### src/rtl/dmem_arbiter.sv
`default_nettype none
// ============================================================================
// Module   : dmem_arbiter
// Purpose  : Round-robin arbiter sharing one single-port, word-addressed data
//            memory between port 0 (core LSU) and port 1 (debug/DMA loader).
//            Reads and full-word writes occupy one cycle; byte-enabled
//            partial writes become a two-cycle read-modify-write because the
//            memory only has a whole-word write enable.
// Ports    : clk, rst_n (sync, active-low)
//            rN_req/we/addr/wd/be  : request from port N (held until rN_gnt)
//            rN_gnt                : request accepted this cycle (comb)
//            rN_rvalid/rN_rd       : registered response, one cycle after
//                                    grant (two for a partial write)
//            mem_we/mem_a/mem_wd   : drive the dmem instance
//            mem_rd                : dmem combinational read data
// Revision : 1.0 - initial release
// ============================================================================
module dmem_arbiter #(
    parameter int ADDR_WIDTH = 6
) (
    input  logic                  clk,
    input  logic                  rst_n,
    input  logic                  r0_req,
    input  logic                  r0_we,
    input  logic [31:0]           r0_addr,
    input  logic [31:0]           r0_wd,
    input  logic [3:0]            r0_be,
    output logic                  r0_gnt,
    output logic                  r0_rvalid,
    output logic [31:0]           r0_rd,
    input  logic                  r1_req,
    input  logic                  r1_we,
    input  logic [31:0]           r1_addr,
    input  logic [31:0]           r1_wd,
    input  logic [3:0]            r1_be,
    output logic                  r1_gnt,
    output logic                  r1_rvalid,
    output logic [31:0]           r1_rd,
    output logic                  mem_we,
    output logic [ADDR_WIDTH-1:0] mem_a,
    output logic [31:0]           mem_wd,
    input  logic [31:0]           mem_rd
);

    typedef enum logic [0:0] {
        ST_IDLE   = 1'b0,
        ST_RMW_WR = 1'b1
    } state_t;

    state_t                state_q;
    logic                  last_gnt_q;   // 1 = port 1 was granted most recently
    logic                  port_q;       // owner of the pending RMW write-back
    logic [ADDR_WIDTH-1:0] idx_q;
    logic [31:0]           merge_q;
    logic                  r0_rvalid_q;
    logic                  r1_rvalid_q;
    logic [31:0]           r0_rd_q;
    logic [31:0]           r1_rd_q;

    logic                  w_idle;
    logic                  w_gnt0;
    logic                  w_gnt1;
    logic                  w_any_gnt;
    logic                  w_we;
    logic [31:0]           w_addr;
    logic [31:0]           w_wd;
    logic [3:0]            w_be;
    logic [ADDR_WIDTH-1:0] w_idx;
    logic                  w_full;
    logic                  w_partial;
    logic [31:0]           w_merge;

    // Byte-offset bits and bits above the memory range are deliberately
    // ignored so out-of-range addresses wrap.
    logic w_unused_addr_bits;
    assign w_unused_addr_bits = ^{r0_addr[31:ADDR_WIDTH+2], r0_addr[1:0],
                                  r1_addr[31:ADDR_WIDTH+2], r1_addr[1:0]};

    // ------------------------------------------------------------------
    // Arbitration: a lone requester always wins; under contention the
    // port that was not granted last wins. No grants while in reset or
    // while the RMW write-back owns the memory.
    // ------------------------------------------------------------------
    assign w_idle    = (state_q == ST_IDLE);
    assign w_gnt0    = rst_n & w_idle & r0_req & (~r1_req |  last_gnt_q);
    assign w_gnt1    = rst_n & w_idle & r1_req & (~r0_req | ~last_gnt_q);
    assign w_any_gnt = w_gnt0 | w_gnt1;

    assign r0_gnt = w_gnt0;
    assign r1_gnt = w_gnt1;

    // Fields of the granted request
    assign w_we   = w_gnt1 ? r1_we   : r0_we;
    assign w_addr = w_gnt1 ? r1_addr : r0_addr;
    assign w_wd   = w_gnt1 ? r1_wd   : r0_wd;
    assign w_be   = w_gnt1 ? r1_be   : r0_be;
    assign w_idx  = w_addr[ADDR_WIDTH+1:2];

    assign w_full    = w_we & (w_be == 4'hF);
    assign w_partial = w_we & (w_be != 4'h0) & (w_be != 4'hF);

    // Merge new byte lanes over the word currently in memory
    always_comb begin
        w_merge = '0;
        for (int i = 0; i < 4; i++) begin
            w_merge[8*i +: 8] = w_be[i] ? w_wd[8*i +: 8] : mem_rd[8*i +: 8];
        end
    end

    // ------------------------------------------------------------------
    // Memory drive. Address and data are zeroed when unused so the bus
    // is deterministic.
    // ------------------------------------------------------------------
    assign mem_we = rst_n & (((w_any_gnt & w_full)) | (state_q == ST_RMW_WR));

    always_comb begin
        mem_a  = '0;
        mem_wd = '0;
        if (state_q == ST_RMW_WR) begin
            mem_a  = idx_q;
            mem_wd = merge_q;
        end else if (w_any_gnt) begin
            mem_a = w_idx;
            if (w_full) begin
                mem_wd = w_wd;
            end
        end
    end

    // ------------------------------------------------------------------
    // State, arbitration history and registered responses
    // ------------------------------------------------------------------
    always_ff @(posedge clk) begin
        if (!rst_n) begin
            state_q     <= ST_IDLE;
            last_gnt_q  <= 1'b1;
            port_q      <= 1'b0;
            idx_q       <= '0;
            merge_q     <= '0;
            r0_rvalid_q <= 1'b0;
            r1_rvalid_q <= 1'b0;
            r0_rd_q     <= '0;
            r1_rd_q     <= '0;
        end else begin
            r0_rvalid_q <= 1'b0;
            r1_rvalid_q <= 1'b0;
            case (state_q)
                ST_IDLE: begin
                    if (w_any_gnt) begin
                        last_gnt_q <= w_gnt1;
                        if (w_partial) begin
                            // Ack is deferred until the write-back cycle
                            merge_q <= w_merge;
                            idx_q   <= w_idx;
                            port_q  <= w_gnt1;
                            state_q <= ST_RMW_WR;
                        end else begin
                            if (w_gnt1) begin
                                r1_rvalid_q <= 1'b1;
                            end else begin
                                r0_rvalid_q <= 1'b1;
                            end
                            if (!w_we) begin
                                if (w_gnt1) begin
                                    r1_rd_q <= mem_rd;
                                end else begin
                                    r0_rd_q <= mem_rd;
                                end
                            end
                        end
                    end
                end
                ST_RMW_WR: begin
                    state_q <= ST_IDLE;
                    if (port_q) begin
                        r1_rvalid_q <= 1'b1;
                    end else begin
                        r0_rvalid_q <= 1'b1;
                    end
                end
                default: begin
                    state_q <= ST_IDLE;
                end
            endcase
        end
    end

    assign r0_rvalid = r0_rvalid_q;
    assign r1_rvalid = r1_rvalid_q;
    assign r0_rd     = r0_rd_q;
    assign r1_rd     = r1_rd_q;

endmodule
`default_nettype wire

### config.mk
export PLATFORM = sky130hd
export DESIGN_NAME = dmem_arbiter
export DESIGN_NICKNAME = d
export VERILOG_FILES = /design/src/rtl/dmem_arbiter.sv
export SDC_FILE = /design/constraint.sdc
export NUM_CORES = 1
export LEC_CHECK = 0
export ABC_AREA = 1
export BUFFER_PORTS_ARGS = -buffer_cell sky130_fd_sc_hd__buf_2
export CAP_MARGIN = 5
export CORE_UTILIZATION = 43
export CTS_CLUSTER_DIAMETER = 120
export DETAILED_ROUTE_END_ITERATION = 10
export GPL_TIMING_DRIVEN = 0
export PLACE_DENSITY = 0.84
export SYNTH_ARGS = -nofsm -noshare
export SYNTH_HDL_FRONTEND = slang
export SYNTH_SLANG_ARGS = --single-unit
export TNS_END_PERCENT = 100
### constraint.sdc
create_clock -name clk -period 1.98 [get_ports clk]
set_clock_uncertainty 0.2 [all_clocks]
set_input_delay 0.099 -clock clk [delete_from_list [all_inputs] [get_ports clk]]
set_output_delay 0.099 -clock clk [all_outputs]
set_load 0.02 [all_outputs]
==> flow_summary.ini, run 1 <==
[sta]
finalSetupViolations = 109
slew_headroom_pct = 56.49
hold_violations = 0
setup_ws_ns = -0.5424
post-route-period-util_pct = 127.4
maxSlewViolCount = 0
tightestPinTransition_ns = 0.6527
fin_tns_setup_ns = -38.45
period_minus_slack_ns = 2.522
rsz0062_at_grt = true
timing.fmax_ghz = 0.3964

[layout]
area_growth_pct = 58.78
utilization_pct = 70.26
nNetsFinal = 1431
drive_gt1_share_pct = 35.97
final_cell_area_mm2 = 0.009341

[clocking]
clk_pin_slew_worst_paths_ns = 0.07
clk_latency_ns = 0.36
root_buffer = clkbuf_16
cts_sinks = 107
cts.path.max_buffers = 2
cts_tree = done
numCtsBuffers = 9
cts_max_level = 3

[logic_synthesis]
synth.cells.most_frequent = 328 x nand2_1, 107 x dfxtp_1, 80 x inv_1
yosysWarnings = 0
synth_ff_type = dfxtp_1
synth_top_area_share_pct = 36.41
async_flop_share_pct = 0
syn_area_mm2 = 0.005883
synth_edf_count = 0
synth.largest_area_cell = dfxtp_1
netlist_instances = 940
synth_area_leaders = dfxtp_1 36%, nand2_1 21%, nand4_1 7.8%
yosysMostFrequentCell = nand2_1
yosysSeqAreaShare_pct = 36.41
synth.distinct_cells = 25
synth.avg_cell_area_um2 = 6.259
synth_seq_cells = 107
syn_nets = 1114

[floorplan]
die_x_um = 119.0
rows = 42
die_y_um = 119.0
initial_core_util_pct = 44.25
core_area_mm2 = 0.01330
ios = 281
dieArea_mm2 = 0.01415

[placement]
gp_congestion = 0.9183
placed_area_mm2 = 0.007332
post-place-ws_ns = -0.5336
io_buffers = 228
dp_hpwl_um = 16060

[run_status]
violations = negative setup slack
outcome = complete, but fails checks

[drt]
viasPerCell = 5.608
firstDrtPassIters = 8
route.vias.total = 8076
drc = 0
finalWirelength_um = 25680
ant_nets = 0
drt_iter0_drc = 747
wire_per_inst_um = 17.83

[worst_hold_path]
hold_depth = 4
hold_path_class = in -> reg
hp-start = rst_n

[pwr]
power_frac_seq_pct = 38.5
switching_share_pct = 34.37
power_frac_clock_pct = 31.4
switching_power_mw = 2.111
combPwrFrac_pct = 30.1
leakagePower_nw = 4.509
p_per_area_mw_per_mm2 = 657.7
intPower_mw = 4.032
irDropWorstVdd_v = 0.0005064

[critical_path]
path_common_cell = buf_6
arrival_ns = 2.22
cp_slowest_cell = dfxtp_2
crit_required_ns = 1.68
cp_max_fo = 5
r2r-start = last_gnt_q$_SDFFE_PN1P_
startpoint_type = flop
ff2ff_path_depth = 15
end_kind = output pin
worstSetupStartpoint = last_gnt_q$_SDFFE_PN1P_
path_class = reg -> out
path_cells = nand2_4, nand4_4, buf_8, buf_6, or2_4, o21ai_4, nor2_4, buf_6, buf_6, nand3_2, nand2_2, buf_6
critPathMaxStageDelay_ns = 0.34

[flow_run]
maxCapViolations = 0

[grt]
met1_usage_pct = 41.45
first_global_vias = 7314
overflow = 0
gr-usage-met2_pct = 53.22
grt_start_max_net_pins = 19
grt_most_used_layer = met2
met3_usage_pct = 7.280
grt_pass1_wl_um = 37320
antenna_found_initial = 2
grtUsageTotal_pct = 33.72
## cell usage in the layout (no fill, tap or decap), drive strengths merged
cell         synthesis  final
a21oi               67     67
buf                 33    296
bufinv               0      1
clkbuf              37     44
clkinv               0      1
clkinvlp             0      1
dfxtp              107    107
diode                0      2
dlygate4sd3          0     46
inv                 84     87
nand2              334    334
nand3               66     66
nand4               74     74
nor2                77     77
nor3                 1      1
o21ai               52     52
or2                  8      8
## kinds of logic after synthesis
group	synth area share (%)
buf+inv	10.87
flops	36.41
compound gates	10.19
simple gates	42.54
## stage by stage
step	std cells	power, mW	hold slack, ns
after CTS	1430	5.860	-0.08802
after detailed placement	1344	3.734	0.2129
after global placement	1344	3.709	0.2072
final	1440	6.144	0.05149
after floorplan	940	3.258	0.06433
after global routing	1440	6.351	0.07603
## power by group through the flow
stage | sequential (mW) | clock [mW] | combinational [mW]
detailed placement | 2.40 | 0 | 1.34
global route | 2.38 | 2.00 | 1.97
CTS | 2.35 | 1.90 | 1.61
floorplan | 2.45 | 0 | 0.805
global placement | 2.39 | 0 | 1.32
finish | 2.37 | 1.93 | 1.85
## cell type report
type,count,area (um^2)
Antenna cell,2,5.005
Clock inverter,6,68.82
Timing Repair Buffer,308,2192
Clock buffer,10,239.0
Sequential cell,107,2147
Inverter,84,320.3
Buffer,68,530.5
Multi-Input combinational cell,679,3618
Tap cell,176,220.2
Fill cell,996,3954
## per-layer routing
metal | part of all wire, % | up-vias
met5 | 0 | -
met1 | 37 | 3639
met4 | 7.4 | 0
met3 | 10 | 173
li1 | - | 3659
met2 | 45 | 605
## critical path, delay by kind of cell (launching register included)
| family | cells | cell delay, ns |
|---|---|---|
| compound gates | 1 | 0.08 |
| buf+inv | 5 | 0.70 |
| flops | 1 | 0.34 |
| simple gates | 6 | 0.75 |
## worst paths after layout
| path | end | slack, ns |
|---|---|---|
| setup reg to reg | merge_q[29]$_SDFFE_PN0P_ | -0.51 |
| hold reg to reg | r1_rd[8]$_SDFFE_PN0P_ | 0.25 |
| hold / removal | idx_q[4]$_SDFFE_PN0P_ | 0.05 |
| setup / recovery | mem_wd[30] | -0.54 |
## sequential cells by signal (all words and copies together), names as in the netlist
signal      cells
port_q          1
state_q         1
r1_rvalid       1
merge_q        32
idx_q           6
last_gnt_q      1
r0_rd          32
r1_rd          32
r0_rvalid       1
## repair_timing
| item | in CTS | in global routing |
|---|---|---|
| pin swaps | 11 | 18 |
| endpoints found under the setup margin | 144 | 144 |
| gates resized for setup | 190 | 121 |
| buffers inserted | 22 | 11 |
| endpoints found under the hold margin | 70 | 5 |
| hold buffers | 45 | 1 |
| gates cloned | 3 | 2 |
(Power assumes the default switching activity.)
==> run 2: changes to the inputs <==
--- a/config.mk
+++ b/config.mk
@@ -12,7 +12,8 @@
 export CTS_CLUSTER_DIAMETER = 120
 export DETAILED_ROUTE_END_ITERATION = 10
 export GPL_TIMING_DRIVEN = 0
-export PLACE_DENSITY = 0.84
+export PLACE_DENSITY = 0.74
+export SLEW_MARGIN = 20
 export SYNTH_ARGS = -nofsm -noshare
 export SYNTH_HDL_FRONTEND = slang
 export SYNTH_SLANG_ARGS = --single-unit
==> flow_summary.ini, run 2 (synthesis gave the netlist of run 1 again) <==
[run_status]
outcome = complete, but fails checks
violations = negative setup slack

[clocking]
cts_max_level = 3
numCtsBuffers = 9
cts_tree = done
clk_pin_slew_worst_paths_ns = 0.07
root_buffer = clkbuf_16
cts.path.max_buffers = 2
cts_sinks = 107
clk_latency_ns = 0.36

[critical_path]
ff2ff_path_depth = 14
reg2reg_slack_ns = -0.29
r2r-start = last_gnt_q$_SDFFE_PN1P_
cp_max_fo = 6
path_class = reg -> out
crit_required_ns = 1.68
reg2reg_to = merge_q[16]$_SDFFE_PN0P_
arrival_ns = 2.19
end_kind = output pin
startpoint_type = flop

[layout]
utilization_pct = 69.81
drive_gt1_share_pct = 36.73
final_cell_mix = 286 x nand2_1, 204 x buf_2, 105 x dfxtp_1
fillers = 1068
area_growth_pct = 57.76
nNetsFinal = 1435
final_common_cell = nand2_1

[drt]
drt_iter0_drc = 512
route.vias.total = 7782
ant_nets = 0
wire_per_inst_um = 16.89
drc = 0
finalWirelength_um = 24380
viasPerCell = 5.393
firstDrtPassIters = 6

[pwr]
p_per_area_mw_per_mm2 = 658.8
p_total_mw = 6.115
irDropWorstVdd_v = 0.0004710
leakagePower_nw = 4.535

[floorplan]
initial_core_util_pct = 44.25
die_x_um = 119.0
ios = 281
die_y_um = 119.0
core_area_mm2 = 0.01330
dieArea_mm2 = 0.01415
rows = 42

[grt]
first_global_vias = 7089
grtUsageTotal_pct = 33.05
overflow = 0
antenna_found_initial = 1
grt_pass1_wl_um = 36730
grt_start_max_net_pins = 19

[placement]
dp_hpwl_um = 15970
gp_congestion = 0.8937
io_buffers = 228

[sta]
setup_ws_ns = -0.5131
maxSlewViolCount = 0
post-route-period-util_pct = 125.9
slew_headroom_pct = 54.90
timing.fmax_ghz = 0.4011
tightestPinTransition_ns = 0.6765
rsz0062_at_grt = true
whs_ns = 0.06146
hold_violations = 0
finalSetupViolations = 91
period_minus_slack_ns = 2.493

[flow_run]
maxCapViolations = 0

[worst_hold_path]
hold_path_class = in -> reg
hold_depth = 4
hold_path_end = idx_q[4]$_SDFFE_PN0P_
hp-start = rst_n
## run 2: layout make-up
| class | instances | area, um^2 | share of cell area, % |
|---|---|---|---|
| Antenna cell | 1 | 2.502 | 0.02696 |
| Buffer | 68 | 501.7 | 5.406 |
| Clock buffer | 11 | 252.7 | 2.723 |
| Clock inverter | 5 | 65.06 | 0.7010 |
| Inverter | 84 | 322.8 | 3.478 |
| Multi-Input combinational cell | 680 | 3577 | 38.54 |
| Sequential cell | 107 | 2147 | 23.13 |
| Tap cell | 176 | 220.2 | 2.373 |
| Timing Repair Buffer | 311 | 2192 | 23.62 |
## run 2: what timing repair did
item | 4_1_cts | 5_1_grt
hold buffers | 46 | 0
pin swaps | 12 | 6
cloned | 8 | 1
endpoints found under the setup margin | 144 | 146
hold endpoints to repair | 70 | 0
setup buffers | 20 | 10
resized for setup | 211 | 83
## run 2: through the flow
step | instance area, um^2 | setup slack, ns | setup TNS, ns | cells
6_report | 9281 | -0.5131 | -27.80 | 1443
5_1_grt | 9281 | -0.5512 | -32.84 | 1443
4_1_cts | 9030 | -0.5247 | -27.18 | 1434
3_5_place_dp | 7332 | -0.5354 | -47.56 | 1344
3_3_place_gp | 7332 | -0.5145 | -45.85 | 1344
2_1_floorplan | 5971 | 0.009984 | 0 | 940
## run 2: how the worst max path moves through the flow
| stage | from | end | cells after the start |
|---|---|---|---|
| floorplan | state_q$_SDFF_PP0_ | mem_wd[0] | 12 |
| global route | state_q$_SDFF_PP0_ | mem_we | 12 |
| detailed placement | state_q$_SDFF_PP0_ | mem_wd[24] | 13 |
| CTS | state_q$_SDFF_PP0_ | mem_wd[22] | 12 |
| finish | last_gnt_q$_SDFFE_PN1P_ | mem_we | 12 |
| global placement | state_q$_SDFF_PP0_ | mem_wd[24] | 13 |
## run 2: per-layer routing
metal	track usage, %	part of all wire [%]	up-vias
li1	-	-	3685
met1	43.00	41	3537
met2	53.25	46	469
met3	5.891	8.6	91
met4	14.95	3.9	0
met5	0	0	-
## run 2: power by group
| part | switching, mW | leakage [nW] | total (mW) | internal [mW] |
|---|---|---|---|---|
| Clock | 0.893 | 0.157 | 1.96 | 1.07 |
| Sequential | 0.0788 | 0.872 | 2.36 | 2.28 |
| Combinational | 1.09 | 3.51 | 1.79 | 0.703 |
## run 2: worst max-delay path: stages (launching register included)
cell and delay [ns]:
dfxtp_2 0.35, nand2_4 0.10, nand4_4 0.14, buf_8 0.17, buf_6 0.11, or2_4 0.26
o21ai_4 0.08, nor2_4 0.07, buf_12 0.15, buf_6 0.12, nand2_2 0.06, a21oi_2 0.05
buf_6 0.16
